[src/rtl/qft3_sequencer.sv]
// qft3_sequencer: start/busy/done gate-schedule sequencer driving the 3-qubit QFT datapath loads and muxes.
module qft3_sequencer #(
  parameter int sample_size = 8,
  parameter bit BIT_REVERSE = 1'b1
) (
  input  logic                   clk,
  input  logic                   rst,
  input  logic                   start,
  input  logic                   hold,
  output logic [sample_size-1:0] LD,
  output logic                   sel_reg0,
  output logic [1:0]             sel_reg1,
  output logic [1:0]             sel_reg2,
  output logic [2:0]             sel_reg3,
  output logic [1:0]             sel_reg4,
  output logic [2:0]             sel_reg5,
  output logic [2:0]             sel_reg6,
  output logic [1:0]             sel_reg7,
  output logic [1:0]             sel_alu0_2,
  output logic                   sel_alu1_1,
  output logic                   sel_alu1_2,
  output logic                   sel_alu2_1,
  output logic                   sel_alu2_2,
  output logic [1:0]             sel_alu3_1,
  output logic                   busy,
  output logic                   done,
  output logic [3:0]             step
);
  typedef enum logic [3:0] {IDLE, LOAD, H2, R2A, R3, H1, R2B, H0, SWAP, DONE} state_t;
  state_t state, nxt;
  logic [sample_size-1:0] ld_raw;
  always_ff @(posedge clk) begin
    if (rst) state <= IDLE;
    else     state <= nxt;
  end
  always_comb begin
    nxt = IDLE;
    case (state)
      IDLE:                         nxt = start ? LOAD : IDLE;
      LOAD, H2, R2A, R3, H1, R2B:   nxt = hold ? state : state_t'(state + 4'd1);
      H0:                           nxt = hold ? H0 : (BIT_REVERSE ? SWAP : DONE);
      SWAP:                         nxt = hold ? SWAP : DONE;
      DONE:                         nxt = start ? LOAD : IDLE;
      default:                      nxt = IDLE;
    endcase
  end
  always_comb begin
    ld_raw = '0;
    sel_reg0 = '0;
    sel_reg1 = '0;
    sel_reg2 = '0;
    sel_reg3 = '0;
    sel_reg4 = '0;
    sel_reg5 = '0;
    sel_reg6 = '0;
    sel_reg7 = '0;
    sel_alu0_2 = '0;
    sel_alu1_1 = '0;
    sel_alu1_2 = '0;
    sel_alu2_1 = '0;
    sel_alu2_2 = '0;
    sel_alu3_1 = '0;
    case (state)
      LOAD: ld_raw = 8'hFF;
      H2: begin
        ld_raw = 8'hFF;
        sel_reg0 = 1'd1;
        sel_reg1 = 2'd1;
        sel_reg2 = 2'd1;
        sel_reg3 = 3'd1;
        sel_reg4 = 2'd1;
        sel_reg5 = 3'd1;
        sel_reg6 = 3'd1;
        sel_reg7 = 2'd1;
      end
      R2A: begin
        ld_raw = 8'hC0;
        sel_reg6 = 3'd2;
        sel_reg7 = 2'd2;
      end
      R3: begin
        ld_raw = 8'hA0;
        sel_reg5 = 3'd2;
        sel_reg7 = 2'd3;
      end
      H1: begin
        ld_raw = 8'hFF;
        sel_reg0 = 1'd1;
        sel_reg1 = 2'd1;
        sel_reg2 = 2'd2;
        sel_reg3 = 3'd2;
        sel_reg4 = 2'd2;
        sel_reg5 = 3'd3;
        sel_reg6 = 3'd1;
        sel_reg7 = 2'd1;
        sel_alu0_2 = 2'd1;
        sel_alu1_2 = 1'd1;
        sel_alu2_1 = 1'd1;
        sel_alu3_1 = 2'd1;
      end
      R2B: begin
        ld_raw = 8'h88;
        sel_reg3 = 3'd3;
        sel_reg7 = 2'd2;
      end
      H0: begin
        ld_raw = 8'hFF;
        sel_reg0 = 1'd1;
        sel_reg1 = 2'd2;
        sel_reg2 = 2'd3;
        sel_reg3 = 3'd2;
        sel_reg4 = 2'd2;
        sel_reg5 = 3'd4;
        sel_reg6 = 3'd3;
        sel_reg7 = 2'd1;
        sel_alu0_2 = 2'd2;
        sel_alu1_1 = 1'd1;
        sel_alu1_2 = 1'd1;
        sel_alu2_1 = 1'd1;
        sel_alu2_2 = 1'd1;
        sel_alu3_1 = 2'd2;
      end
      SWAP: begin
        ld_raw = 8'h5A;
        sel_reg1 = 2'd3;
        sel_reg4 = 2'd3;
        sel_reg3 = 3'd4;
        sel_reg6 = 3'd4;
      end
      default: ld_raw = '0;
    endcase
  end
  // hold only gates the load enables; selects stay on the frozen gate's values
  assign busy = (state >= LOAD) && (state <= SWAP);
  assign done = (state == DONE);
  assign LD   = (hold && busy) ? '0 : ld_raw;
  assign step = (state > DONE) ? 4'd0 : state;
endmodule

[config.mk]
export PLATFORM = sky130hd
export DESIGN_NAME = qft3_sequencer
export DESIGN_NICKNAME = d
export VERILOG_FILES = /design/src/rtl/qft3_sequencer.sv
export SDC_FILE = /design/constraint.sdc
export NUM_CORES = 1
export LEC_CHECK = 0
export ABC_AREA = 0
export CELL_PAD_IN_SITES_DETAIL_PLACEMENT = 2
export CELL_PAD_IN_SITES_GLOBAL_PLACEMENT = 2
export CORE_ASPECT_RATIO = 1.4
export CORE_MARGIN = 5
export CORE_UTILIZATION = 20
export CTS_BUF_LIST = sky130_fd_sc_hd__clkbuf_16
export CTS_CLUSTER_SIZE = 25
export DETAILED_ROUTE_END_ITERATION = 12
export GPL_ROUTABILITY_DRIVEN = 0
export PLACE_DENSITY_LB_ADDON = 0.1
export RECOVER_POWER = 50
export SETUP_SLACK_MARGIN = 0.02
export SKIP_LAST_GASP = 1
export SLEW_MARGIN = 30
export SYNTH_ARGS = -nofsm -noshare
export SYNTH_HDL_FRONTEND = slang
export SYNTH_SLANG_ARGS = --single-unit
[constraint.sdc]
create_clock -name clk -period 3.7 [get_ports clk]
set_input_delay 0.555 -clock clk [delete_from_list [all_inputs] [get_ports clk]]
set_output_delay 0.555 -clock clk [all_outputs]
set_load 0.01 [all_outputs]
# == Yosys cells after proc, flatten, opt, wreduce, memory -nomap -nowiden ==
# Index checks and enable logic that the tools add are counted.
# classes
order_cmp,3
n_reduce_logical,10
muxes,19
addsub,1
n_mul,0
n_eq_ne,10
shift,0
n_bitwise,0
div,0
# ops
cell,count
case mux 8 bit (5 select lines),1
case mux 3 bit (4 select lines),3
case mux 2 bit (3 select lines),4
"equality test 4 x 3 -> 1 bit, second input constant",4
case mux 4 bit (4 select lines),1
two-way mux 4 bit,3
"equality test 4 x 2 -> 1 bit, second input constant",2
"equality test 4 bit, second input constant",2
two-way mux 8 bit,1
OR reduction 2 bit,4
OR reduction 6 bit,1
two-way mux 1 bit,5
"adder 4 x 1 -> 4 bit, second input constant",1
"equality test 4 x 1 -> 1 bit, second input constant",1
"greater-or-equal comparator 4 x 1 -> 1 bit, second input constant",1
"greater-than comparator 4 bit, second input constant",1
"less-or-equal comparator 4 bit, second input constant",1
logical NOT 4 bit,1
case mux 2 bit (2 select lines),1
OR reduction 4 bit,1
OR reduction 3 bit,1
logical AND 1 bit,2
"!= test 2 bit, second input constant",1
# word_totals
mem_bits_ro,0
output_inout_bits,40
memories,0
ff_bits,4
ram_bits,0
latchBits,0
input_bits,4
elab_cells,44

# == Logic depth before layout (Yosys ltp) ==
# logic_depth
word_depth,4
ltp_mapped,8
depth_no_buf,6

# == Worst setup path before layout ==
# No wires, ideal clock.
# synth_path
kind,register to output
startpoint,register state[0]
endpoint,output LD[4]
setup_slack_ps,1374
stages_incl_launch_ff,9
n_path_buf,2
arrival_time_ps,1771
cell_sequence,dfxtp_1 -> inv_1 -> ha_1 -> buf_4 -> nand3b_2 -> o21ai_1 -> o21a_1 -> a21oi_1 -> buf_4
# synth_via
elab_chain_cells,4
elab_cells_between_ends,15
cone_classes,order compare (2); eq/ne (8); mux (2); reduce/logical (3)
# synth_rtl
item,line_no,source
start: declaration,30,"state_t state, nxt;"
start signal: assignment,34,else state <= nxt;
greater-or-equal comparator 4 x 1 -> 1 bit / less-or-equal comparator 4 bit (equally long branches),134,assign busy = (state >= LOAD) && (state <= SWAP);
logical AND 1 bit *,134,
named net busy,25,"output logic busy,"
logical AND 1 bit *,136,assign LD = (hold && busy) ? '0 : ld_raw;
two-way mux 8 bit *,136,
end: declaration,10,"output logic [sample_size-1:0] LD,"
# The timed path passes the listed nets; every way through them passes the cells marked *.

# == Final worst setup path ==
# layout_path
startpoint,register state[0]
endpoint,output LD[3]
# layout_via
elab_chain_cells,4
elab_cells_between_ends,15
cone_classes,order compare (2); eq/ne (8); mux (2); reduce/logical (3)
# layout_rtl
item,line_no,source
"equality test 4 x 3 -> 1 bit, or another cell as far along",63,case (state)
OR reduction 4 bit (no line) / logical AND 1 bit (equally long branches),-,
case mux 8 bit (5 select lines) / logical AND 1 bit (equally long branches),"63, 136",
two-way mux 8 bit *,136,
# Mark *: on every way between the ends. The rest lies on a longest branch, timed or not.

==> out/qor.txt <==
Total CTS buffers = 3
CP max-delay cell = clkdlybuf4s50_1
Total I/O pin count = 44
Wire per inst = 15.36 um
Yosys warns = 0
Crit path required time = 3.14 ns
Die Y = 82.97 um
Largest cells by area after synthesis = dfxtp_1 11%, ha_1 9.9%, a21oi_1 9.2%, buf_4 6.9%, nor2_1 5.4%
DIE WIDTH = 62.13 um
Initial Util = 0.2069
Vias = 849
Worst slew pin tran = 0.6432 ns
GR Overflow Total = 0
Synth top cells by count = 14 x a21oi_1, 11 x nor2_1, 10 x inv_1
Layout area overhead = 59.87%
PwrDens = 266.6 nW/um2
Top flop regs = state: 4 flops
CTS tree = done
Post-route DRC = 0
EDFF count, synth = 0
Largest net degree at the start of global routing = 20
Largest Register = state
Slew Limit Fails = 0
Area of the core = 3676 um2
Post-Syn Area = 760.7 um2
WP buf/inv = 2
Die area = 5155 um2
Via/cell ratio = 4.589
Min Tclk post-route = 3.143 ns
Clock transition at path regs = 0.03 ns
Top-count cell post-synth = a21oi_1
Overall routing resource usage = 0.1128
Max reg flops = 4
Synth async-reset ratio = 0
Slowest stage delay, CP = 0.58 ns
Share of cells above drive strength 1 = 0.09091
Peak Freq = 318.2 MHz
Setup TNS = 0 ns
Max Root-Sink Buffers = 2
Setup repair bufs after CTS = 0
Global-route wire length before repair = 4.864 mm
FF+latch count, synth = 4
Post-synth cell types = 36
Ys flop type = dfxtp_1
Clk sinks = 4
Area share of the largest cell type after synthesis = 0.1053
Syn avg cell area = 6.979 um2
Worst Path Arrival = 2.59 ns
Syn_nets = 119
Row count = 26
Yosys top cell by area = dfxtp_1
Htree depth = 1
Maxcap violations = 0
CP Launch Type = register
Cells along the critical path = inv_1, ha_1, nand3b_1, o21ai_1, and2_4, o32ai_2, clkdlybuf4s50_1
Outcome = completed
Crit path depth = 7
I/O Buffers = 43
Hold Crit Class = reg -> reg
Dpl hpwl = 2.324 mm
Antenna Nets Post-Route = 0
Worst path top cell family by delay = buffers and inverters
Tcrit/Tclk final = 0.8495
Vias in the first global route = 972
RSZ-0062 raised after global routing = false
Final antenna diode count = 0
Worst reg2reg path depth = 7
Crit Path Class = reg -> out
Hold Path Cell Cnt = 3
CP endpoint kind = output port
Sequential area share after synthesis = 0.1053
Crit. Startpoint = state[0]
Total Wirelength = 2.841 mm
Rel. slew slack = 0.5706
RR Startpoint = state[0]
DRT iter0 DRCs = 18
Cts repair resizes = 0
DR pass1 iterations = 4
NumNets Final = 155
Initial antenna violation count = 0
Hold_sp = state[1]
Final setup violation count = 0
Clock Latency Late Sink = 0.22 ns
Reported leakage power = 0.5848 nW
Hold buffer count at cts = 0
Maximum vdd drop = 0.2931 mV
Fin Clk Skew = 0.001158 ns
Finished Core Util = 0.3308
Root Driver = clkbuf_16
CP Max Fanout = 9
Synthesized netlist cell count = 109
Hold Vio Cnt, Final = 0
[logic make-up (layout without fill, tap and decap cells)]
| logic type | count (synthesis) | in the layout | synth area share |
|---|---|---|---|
| buffers and inverters | 26 | 60 | 0.1974 |
| adders and majority gates | 6 | 6 | 0.09868 |
| muxes | 2 | 2 | 0.02796 |
| AOI/OAI and AO/OA | 30 | 30 | 0.2648 |
| and+or+nand+nor | 40 | 40 | 0.2944 |
| xor gates and xnor gates | 1 | 1 | 0.01152 |
| DFF | 4 | 4 | 0.1053 |
[power by group]
part | internal, mW | leakage, nW | switching, mW
registers | 0.0450 | 0.0324 | 0.00205
clock network | 0.138 | 0.0370 | 0.0284
logic | 0.0550 | 0.515 | 0.0559
total | 0.238 | 0.585 | 0.0864
[path summary, 6_finish.rpt]
kind               to  slack (ns)
max             LD[3]        0.56
min          state[1]        0.80
min reg2reg  state[1]        0.80
max reg2reg  state[0]        1.58
[stage by stage]
| stage | setup slack, ns | power, mW | cells | instance area (um2) | hold slack (ns) |
|---|---|---|---|---|---|
| global placement | 0.7881 | 0.1619 | 182 | 1154 | 0.7940 |
| finish | 0.5570 | 0.3243 | 185 | 1216 | 0.7991 |
| detailed placement | 0.7682 | 0.1635 | 182 | 1154 | 0.7982 |
| CTS | 0.5276 | 0.3330 | 185 | 1229 | 0.8035 |
| floorplan | 1.374 | 0.1174 | 109 | 760.7 | 0.6241 |
| global route | 0.2948 | 0.3439 | 185 | 1216 | 0.8482 |
[area by class of cell]
type | instances | area (um2)
well taps | 42 | 52.55
multi-input cells | 79 | 521.8
fillers | 436 | 2460
clock buffers | 3 | 75.07
inverters | 12 | 45.04
flip-flops and latches | 4 | 80.08
repair buffers | 45 | 441.7
[layer usage]
metal	wire [um]	vias to the layer above	track usage
met5	0	-	0
met4	12	0	0.04142
met3	179	2	0.01216
met2	1542	29	0.2104
met1	1107	393	0.1273
li1	-	425	-
[cell usage in the layout, fill, tap and decap left out, types with 2 or more instances in the layout]
cell	Yosys	layout
clkdlybuf4s50_1	0	26
dlygate4sd3_1	0	17
a21oi_1	14	14
inv_1	10	12
nor2_1	11	11
nand2_1	9	9
ha_1	6	6
nand2b_1	5	5
o21ai_0	4	4
dfxtp_1	4	4
nor3b_1	3	3
clkbuf_16	0	3
nand2_2	2	2
a21o_1	2	2
and2_1	2	2
a211oi_1	1	2
nor3_1	2	2
[worst register-to-register path, cell delays in order (launching register included)]
cell	delay, ns
dfxtp_1	0.34
inv_1	0.20
ha_1	0.20
clkbuf_1	0.37
a211oi_1	0.17
a21oi_1	0.39
a21oi_1	0.15
a211oi_2	0.23
Power figures use the tool's default switching activity.
